--- config.mk ---
export PLATFORM = sky130hd
export DESIGN_NAME = neuron_accumulator
export DESIGN_NICKNAME = d
export VERILOG_FILES = /design/src/rtl/neuron_accumulator.sv
export SDC_FILE = /design/constraint.sdc
export NUM_CORES = 1
export LEC_CHECK = 0
export ABC_AREA = 0
export BUFFER_PORTS_ARGS = -buffer_cell sky130_fd_sc_hd__clkbuf_2
export CAP_MARGIN = 20
export CORE_MARGIN = 8
export CORE_UTILIZATION = 45
export DETAILED_ROUTE_END_ITERATION = 10
export PLACE_DENSITY = 0.65
export SLEW_MARGIN = 10
export SYNTH_ARGS = -nofsm -noshare
export SYNTH_HDL_FRONTEND = slang
export SYNTH_SLANG_ARGS = --single-unit
export TNS_END_PERCENT = 100
--- constraint.sdc ---
create_clock -name clk -period 6.08 [get_ports clk]
set_input_delay 1.824 -clock clk [delete_from_list [all_inputs] [get_ports clk]]
set_output_delay 1.824 -clock clk [all_outputs]
set_load 0.03 [all_outputs]
--- src/rtl/neuron_accumulator.sv ---
// neuron_accumulator: sums bias plus sign-magnitude Q5.10 products, then saturates, applies optional ReLU and hands the result out via valid/ready.
module neuron_accumulator #(
    parameter int ACC_W = 26,
    parameter bit RELU  = 1'b1
) (
    input  logic        clk,
    input  logic        reset,
    input  logic        start_i,
    input  logic [15:0] bias_i,
    input  logic [15:0] in_data_i,
    input  logic        in_valid_i,
    input  logic        in_last_i,
    output logic        in_ready_o,
    output logic [15:0] out_data_o,
    output logic        out_valid_o,
    input  logic        out_ready_i
);
    typedef enum logic [1:0] {IDLE, ACCUM, FINAL, OUTPUT} state_t;
    state_t             state_q, state_d;
    logic [ACC_W-1:0]   acc_q, acc_d;
    logic [15:0]        out_q, out_d;
    logic               vld_q, vld_d;
    logic               neg, sat;
    logic [ACC_W-1:0]   mag;
    logic [15:0]        result;
    function automatic logic [ACC_W-1:0] conv(input logic [15:0] x);
        logic [ACC_W-1:0] m;
        m = ACC_W'(x[14:0]);
        return x[15] ? -m : m;
    endfunction
    // Saturation is any magnitude bit above bit 14; negative zero cannot occur since acc=0 has neg=0.
    assign neg    = acc_q[ACC_W-1];
    assign mag    = neg ? -acc_q : acc_q;
    assign sat    = |mag[ACC_W-1:15];
    assign result = neg ? (RELU ? 16'h0000 : (sat ? 16'hFFFF : {1'b1, mag[14:0]}))
                        : (sat ? 16'h7FFF : {1'b0, mag[14:0]});
    always_comb begin
        state_d = state_q;
        acc_d   = acc_q;
        out_d   = out_q;
        vld_d   = vld_q;
        case (state_q)
            IDLE: if (start_i) begin
                acc_d   = conv(bias_i);
                state_d = ACCUM;
            end
            ACCUM: if (in_valid_i) begin
                acc_d   = acc_q + conv(in_data_i);
                state_d = in_last_i ? FINAL : ACCUM;
            end
            FINAL: begin
                out_d   = result;
                vld_d   = 1'b1;
                state_d = OUTPUT;
            end
            OUTPUT: if (out_ready_i) begin
                vld_d   = 1'b0;
                state_d = IDLE;
            end
            default: state_d = IDLE;
        endcase
    end
    always_ff @(posedge clk) begin
        if (!reset) begin
            state_q <= IDLE;
            acc_q   <= '0;
            out_q   <= '0;
            vld_q   <= 1'b0;
        end else begin
            state_q <= state_d;
            acc_q   <= acc_d;
            out_q   <= out_d;
            vld_q   <= vld_d;
        end
    end
    assign in_ready_o  = (state_q == ACCUM);
    assign out_data_o  = out_q;
    assign out_valid_o = vld_q;
endmodule

==> results of run 1 <==
[flip-flops by register name (all words and copies together), names as in the netlist, named ones only]
signal / cells
state_q: 1
acc_q: 26
out_data_o: 15
out_valid_o: 1
[layout make-up]
type	count	area (µm²)
clock buffers	5	68.8
repair buffers	59	308
fillers	846	4230
clock inverters	3	46.3
multi-input cells	454	2940
well taps	108	135
flip-flops and latches	44	881
inverters	19	71.3
[path summary, 6_finish.rpt]
kind                 startpoint             to  slack, ps
hold reg to reg   out_data_o[4]  out_data_o[4]        450
hold / removal    out_data_o[4]  out_data_o[4]        450
setup / recovery   in_data_i[8]      acc_q[21]        680
setup reg to reg       acc_q[0]      acc_q[22]       3020
[cells in the final DEF, fill, tap and decap left out, types with 10 or more instances in the layout]
| cell type | instances |
|---|---|
| xnor2_1 | 29 |
| a21oi_1 | 35 |
| nand2_1 | 62 |
| o21ai_1 | 21 |
| nor3_1 | 12 |
| o211ai_1 | 11 |
| clkbuf_2 | 54 |
| o21ai_0 | 43 |
| ha_1 | 28 |
| nor2_1 | 46 |
| a21o_1 | 10 |
| xor2_1 | 12 |
| dfxtp_1 | 44 |
| inv_1 | 19 |
[through the flow]
stage	setup WS [ps]	std cells	total power, mW	area (µm²)	hold WS, ps
global placement	501	684	0.808	4330	435
CTS	741	692	1.05	4450	452
detailed placement	425	684	0.813	4330	439
floorplan	641	544	0.688	4000	466
finish	685	692	1.05	4450	450
global route	492	692	1.12	4450	466
[report_power, final]
| group | switching [mW] | internal [mW] | leakage (nW) |
|---|---|---|---|
| sequential | 0.0526 | 0.316 | 0.362 |
| combinational | 0.264 | 0.184 | 1.49 |
| clock | 0.111 | 0.124 | 0.0548 |
[tightest hold or removal path, stage by stage, from the launching register on]
cell	delay, ps
dfxtp_1	320
nand2_1	50
o21ai_1	50
[cell families after synthesis]
kind of cell	share of synthesized area [%]
flip-flops	22.0
other	0.0937
AO/OA/AOI/OAI	31.8
buffers and inverters	4.63
adder cells (fa/ha/maj)	9.25
multiplexers	1.03
XOR/XNOR	9.38
AND/OR/NAND/NOR	21.8
[metal layers]
layer / share of wire [%] / vias to the layer above / global-route usage, % / wire (µm)
li1: - / 2065 / - / -
met1: 50 / 1877 / 27.6 / 5830
met2: 42 / 142 / 30.4 / 4950
met3: 7.1 / 6 / 3.08 / 830
met4: 0.91 / 0 / 4.00 / 107
met5: 0 / - / 0 / 0
==> metrics, run 1 <==
status=finished clean; worst-skew pair later-pin latency=approximately 300 ps; drt via density=5.91; antenna cells=0; initial antenna violation count=0; CP required=6300 ps; total negative slack=0 ps; Yosys reg bits=44; # setup viols final=0; die area=between 0.01 and 0.015 mm²; maximum clock path buffer count=2; DP HPWL=9210 µm; CP Capture Type=register; Clock transition at path regs=roughly 90 ps; chip height=110 µm; Syn Nets=approximately 610; I/O Buffers=54; TritonCTS Buffers=5; # resized after CTS=0; slowest cell delay on critical path=570 ps; TritonCTS clock tree=built; final hold violations=0; final count of pins violating max slew=0; Final #Nets=650; gpl congestion=0.899; Worst setup SP type=input port; CTS root buf=clkbuf_8; post-layout util=51.2%; Max Cap Viol=0; Power Density=237 mW/mm²; R2R depth=10; crit share post-route=88.7%; RSZ-0062 raised after global routing=false; DRC viols=0; Post-synth EDFFs=0; Max-slew headroom=37.9%; Final min period=~5400 ps; die width=110 µm; hold-critical path depth=2; Max Freq=~0.19 GHz; DRT Pass-1 Iters=5; crit path max fanout=7; antenna viol nets, final=0; Top Family by Delay on Critical Path=simple AND/OR/NAND/NOR gates; critical path's slowest cell=or4_1; core box area=a little under 0.009 mm²; global-route wire length before repair=19100 µm; P&R area growth vs syn=11.1%; CP Buf/Inv Count=1; count leader, synth=nand2_1; hold crit path type=reg2reg; Yosys top cell by area=dfxtp_1; LEAKAGE=1.91 nW; Ports=56; # rows=34; Post-synth top flop=dfxtp_1; CP Data Arrival Time=5620 ps; Syn Inst Count=544; WP depth=15; post-detailed-route wirelength per cell=16.9 µm; post-CTS setup buffers=0; DR vias=4090; number of global-route vias before repair=3852; top cell types by occurrence after synthesis=62 x nand2_1, 46 x nor2_1, 44 x dfxtp_1; layout cell share with drive strength beyond 1=12.7%; GRT overflow=0; Avg Inst Size Synth=7.36 µm²; most frequent CP cell=or4_1; Yosys top cell area share=22.0%; Worst-Margin Slew=929 ps; Post-CTS Hold Fix Bufs=0; sequential area share after synthesis=22.0%; Synth Warn #=0; maximum VDD drop=0.0000817 V; Routed WL=roughly 12000 µm; largest net degree at the start of global routing=33; clk_skew=5.26 ps; Unique masters post-synth=65; crit-path cells=clkbuf_2, or4_1, or3_1, or4_1, nand2_1, xnor2_1, ha_1, a21o_1, a21oi_1, o21ai_1, a22o_1, a31oi_1, a21boi_0, or4_1, o211ai_1; cell area after synthesis=~0.004 mm²; Initial DRC Count=211; clock tree sinks=44; Crit Path Class=in2reg; Initial Util=46.1%; Synth async-reset ratio=0%; CTS HTree Levels=2; Synth area leaders=dfxtp_1 22%, ha_1 8.8%, xnor2_1 6.3%; GRT Overall Usage=around 19%
(Power assumes the default switching activity.)
==> inputs of run 2 (changes only) <==
==> constraint.sdc (replaced) <==
create_clock -name clk -period 6.3 [get_ports clk]
set_input_delay 1.89 -clock clk [delete_from_list [all_inputs] [get_ports clk]]
set_output_delay 1.89 -clock clk [all_outputs]
set_load 0.03 [all_outputs]
==> run 2 against run 1 <==
  * Power shrank 4.2%
  * Via count decreased by 1.9%
  * Routed wire length fell by 3.3%
  * Combinational power shrank 5.4%
  * Hold slack better by 0.62 ps
  * Global-route usage is 0.69 points lower
  * Clock power fell by 3%
  * Register-to-register slack improved by 260 ps
  * Largest cell class unchanged
  * Highest routed layer unchanged
==> metrics, run 2 (synthesis gave the netlist of run 1 again) <==
Max Cap Viol=0; Power Density=~230 mW/mm²; LEAKAGE=1.91 nW; final count of pins violating max slew=0; met1 usage=27.1%; clock tree sinks=44; max reg flops=26; number of fill cells=between 800 and 900; Top Usage Layer GRT=met2; drt via density=5.81; die area=0.0122 mm²; Final Cell Area=0.00444 mm²; met3 global-route usage=2.44%; CP Data Arrival Time=5610 ps; Final min period=between 5000 and 6000 ps; Crit Path Class=in2reg; post-detailed-route wirelength per cell=16.4 µm; CP Capture Type=register; global-route wire length before repair=18500 µm; crit share post-route=between 80% and 90%; antenna viol nets, final=0; Ports=56; most frequent cells in the layout=62 x nand2_1, 54 x clkbuf_2, 46 x nor2_1; M2 GR Usage=28.7%; GRT Overall Usage=18.8%; R2R depth=8; gpl congestion=just over 0.9; post-CTS setup buffers=0; crit path max fanout=7; layout cell share with drive strength beyond 1=12.5%; core box area=0.00868 mm²; CTS HTree Levels=2; clk_skew=9.34 ps; TritonCTS clock tree=built; I/O Buffers=54; fin cells=691; largest net degree at the start of global routing=33; Routed WL=11300 µm; hold crit path type=reg2reg; DRC viols=0; antenna cells=0; Final #Nets=~650; final hold violations=0; # rows=34; DRT Pass-1 Iters=6; CTS root buf=clkbuf_8; maximum VDD drop=0.0000943 V; Final Power=1.01 mW; chip height=110 µm; Worst-Margin Slew=925 ps; Reg with most FFs=acc_q; TritonCTS Buffers=5; Hold Slack=450 ps; # resized after CTS=0; worst-skew pair later-pin latency=approximately 300 ps; # setup viols final=0; DP HPWL=8880 µm; hold-critical path depth=2; Clock transition at path regs=100 ps; Placed Cells incl. Taps=683; DR vias=~4000; maximum clock path buffer count=2; total negative slack=0 ps; Initial DRC Count=263; Max-slew headroom=38.2%; P&R area growth vs syn=10.9%; Worst setup SP type=input port; DP Area=approximately 0.0043 mm²; RSZ-0062 raised after global routing=false; number of global-route vias before repair=3742; CP required=between 6000 and 7000 ps; GRT overflow=0; commonest non-fill, non-tap cell in the layout=nand2_1; status=finished clean; Post-CTS Hold Fix Bufs=0; initial antenna violation count=0; die width=110 µm; Max Freq=around 0.19 GHz; Initial Util=46.1%
run 2: cell types whose count changed in the layout (fill, tap and decap cells not counted), sizes merged:
cell | previous run | this run
buf | 5 | 4
run 2: metal layers:
layer	vias up	wire length (µm)
li1	2068	-
met1	1820	5810
met2	114	4720
met3	10	678
met4	0	123
met5	-	0
run 2: cell type report:
cell class                 instances  area [µm²]  area share [%]
inverter                          19        71.3            1.61
multi-input combinational        454        2940            66.1
clock buffer                       5        68.8            1.55
sequential                        44         881            19.8
timing repair buffer              58         300            6.76
clock inverter                     3        46.3            1.04
tap                              108         135            3.04
run 2: worst paths after layout:
check,start,endpoint,slack (ps)
worst max register to register,acc_q[11],out_data_o[7],3280
worst min register to register,out_data_o[4],out_data_o[4],450
worst max-delay path,in_data_i[8],acc_q[21],920
worst min-delay path,out_data_o[4],out_data_o[4],450
run 2: power breakdown:
part | internal, mW | leakage (nW) | switching (mW)
Combinational | 0.175 | 1.49 | 0.250
Sequential | 0.305 | 0.362 | 0.0497
Clock | 0.120 | 0.0548 | 0.109
Total | 0.599 | 1.91 | 0.408
run 2: worst max-delay path, cell delays in order:
cell and delay, ps:
clkbuf_2 100, or4_1 560, or3_1 360, or4_1 570
nand2_1 120, xnor2_1 120, ha_1 320, a21o_1 180
a21oi_1 190, o21ai_1 100, a22o_1 200, a31oi_1 180
a21boi_0 130, or4_1 480, o211ai_1 90
run 2: stage by stage:
step           setup WS, ps  util, %
2_1_floorplan           795        -
3_3_place_gp            659     49.8
3_5_place_dp            584     49.8
4_1_cts                 895     51.2
5_1_grt                 656     51.2
6_report                915     51.2
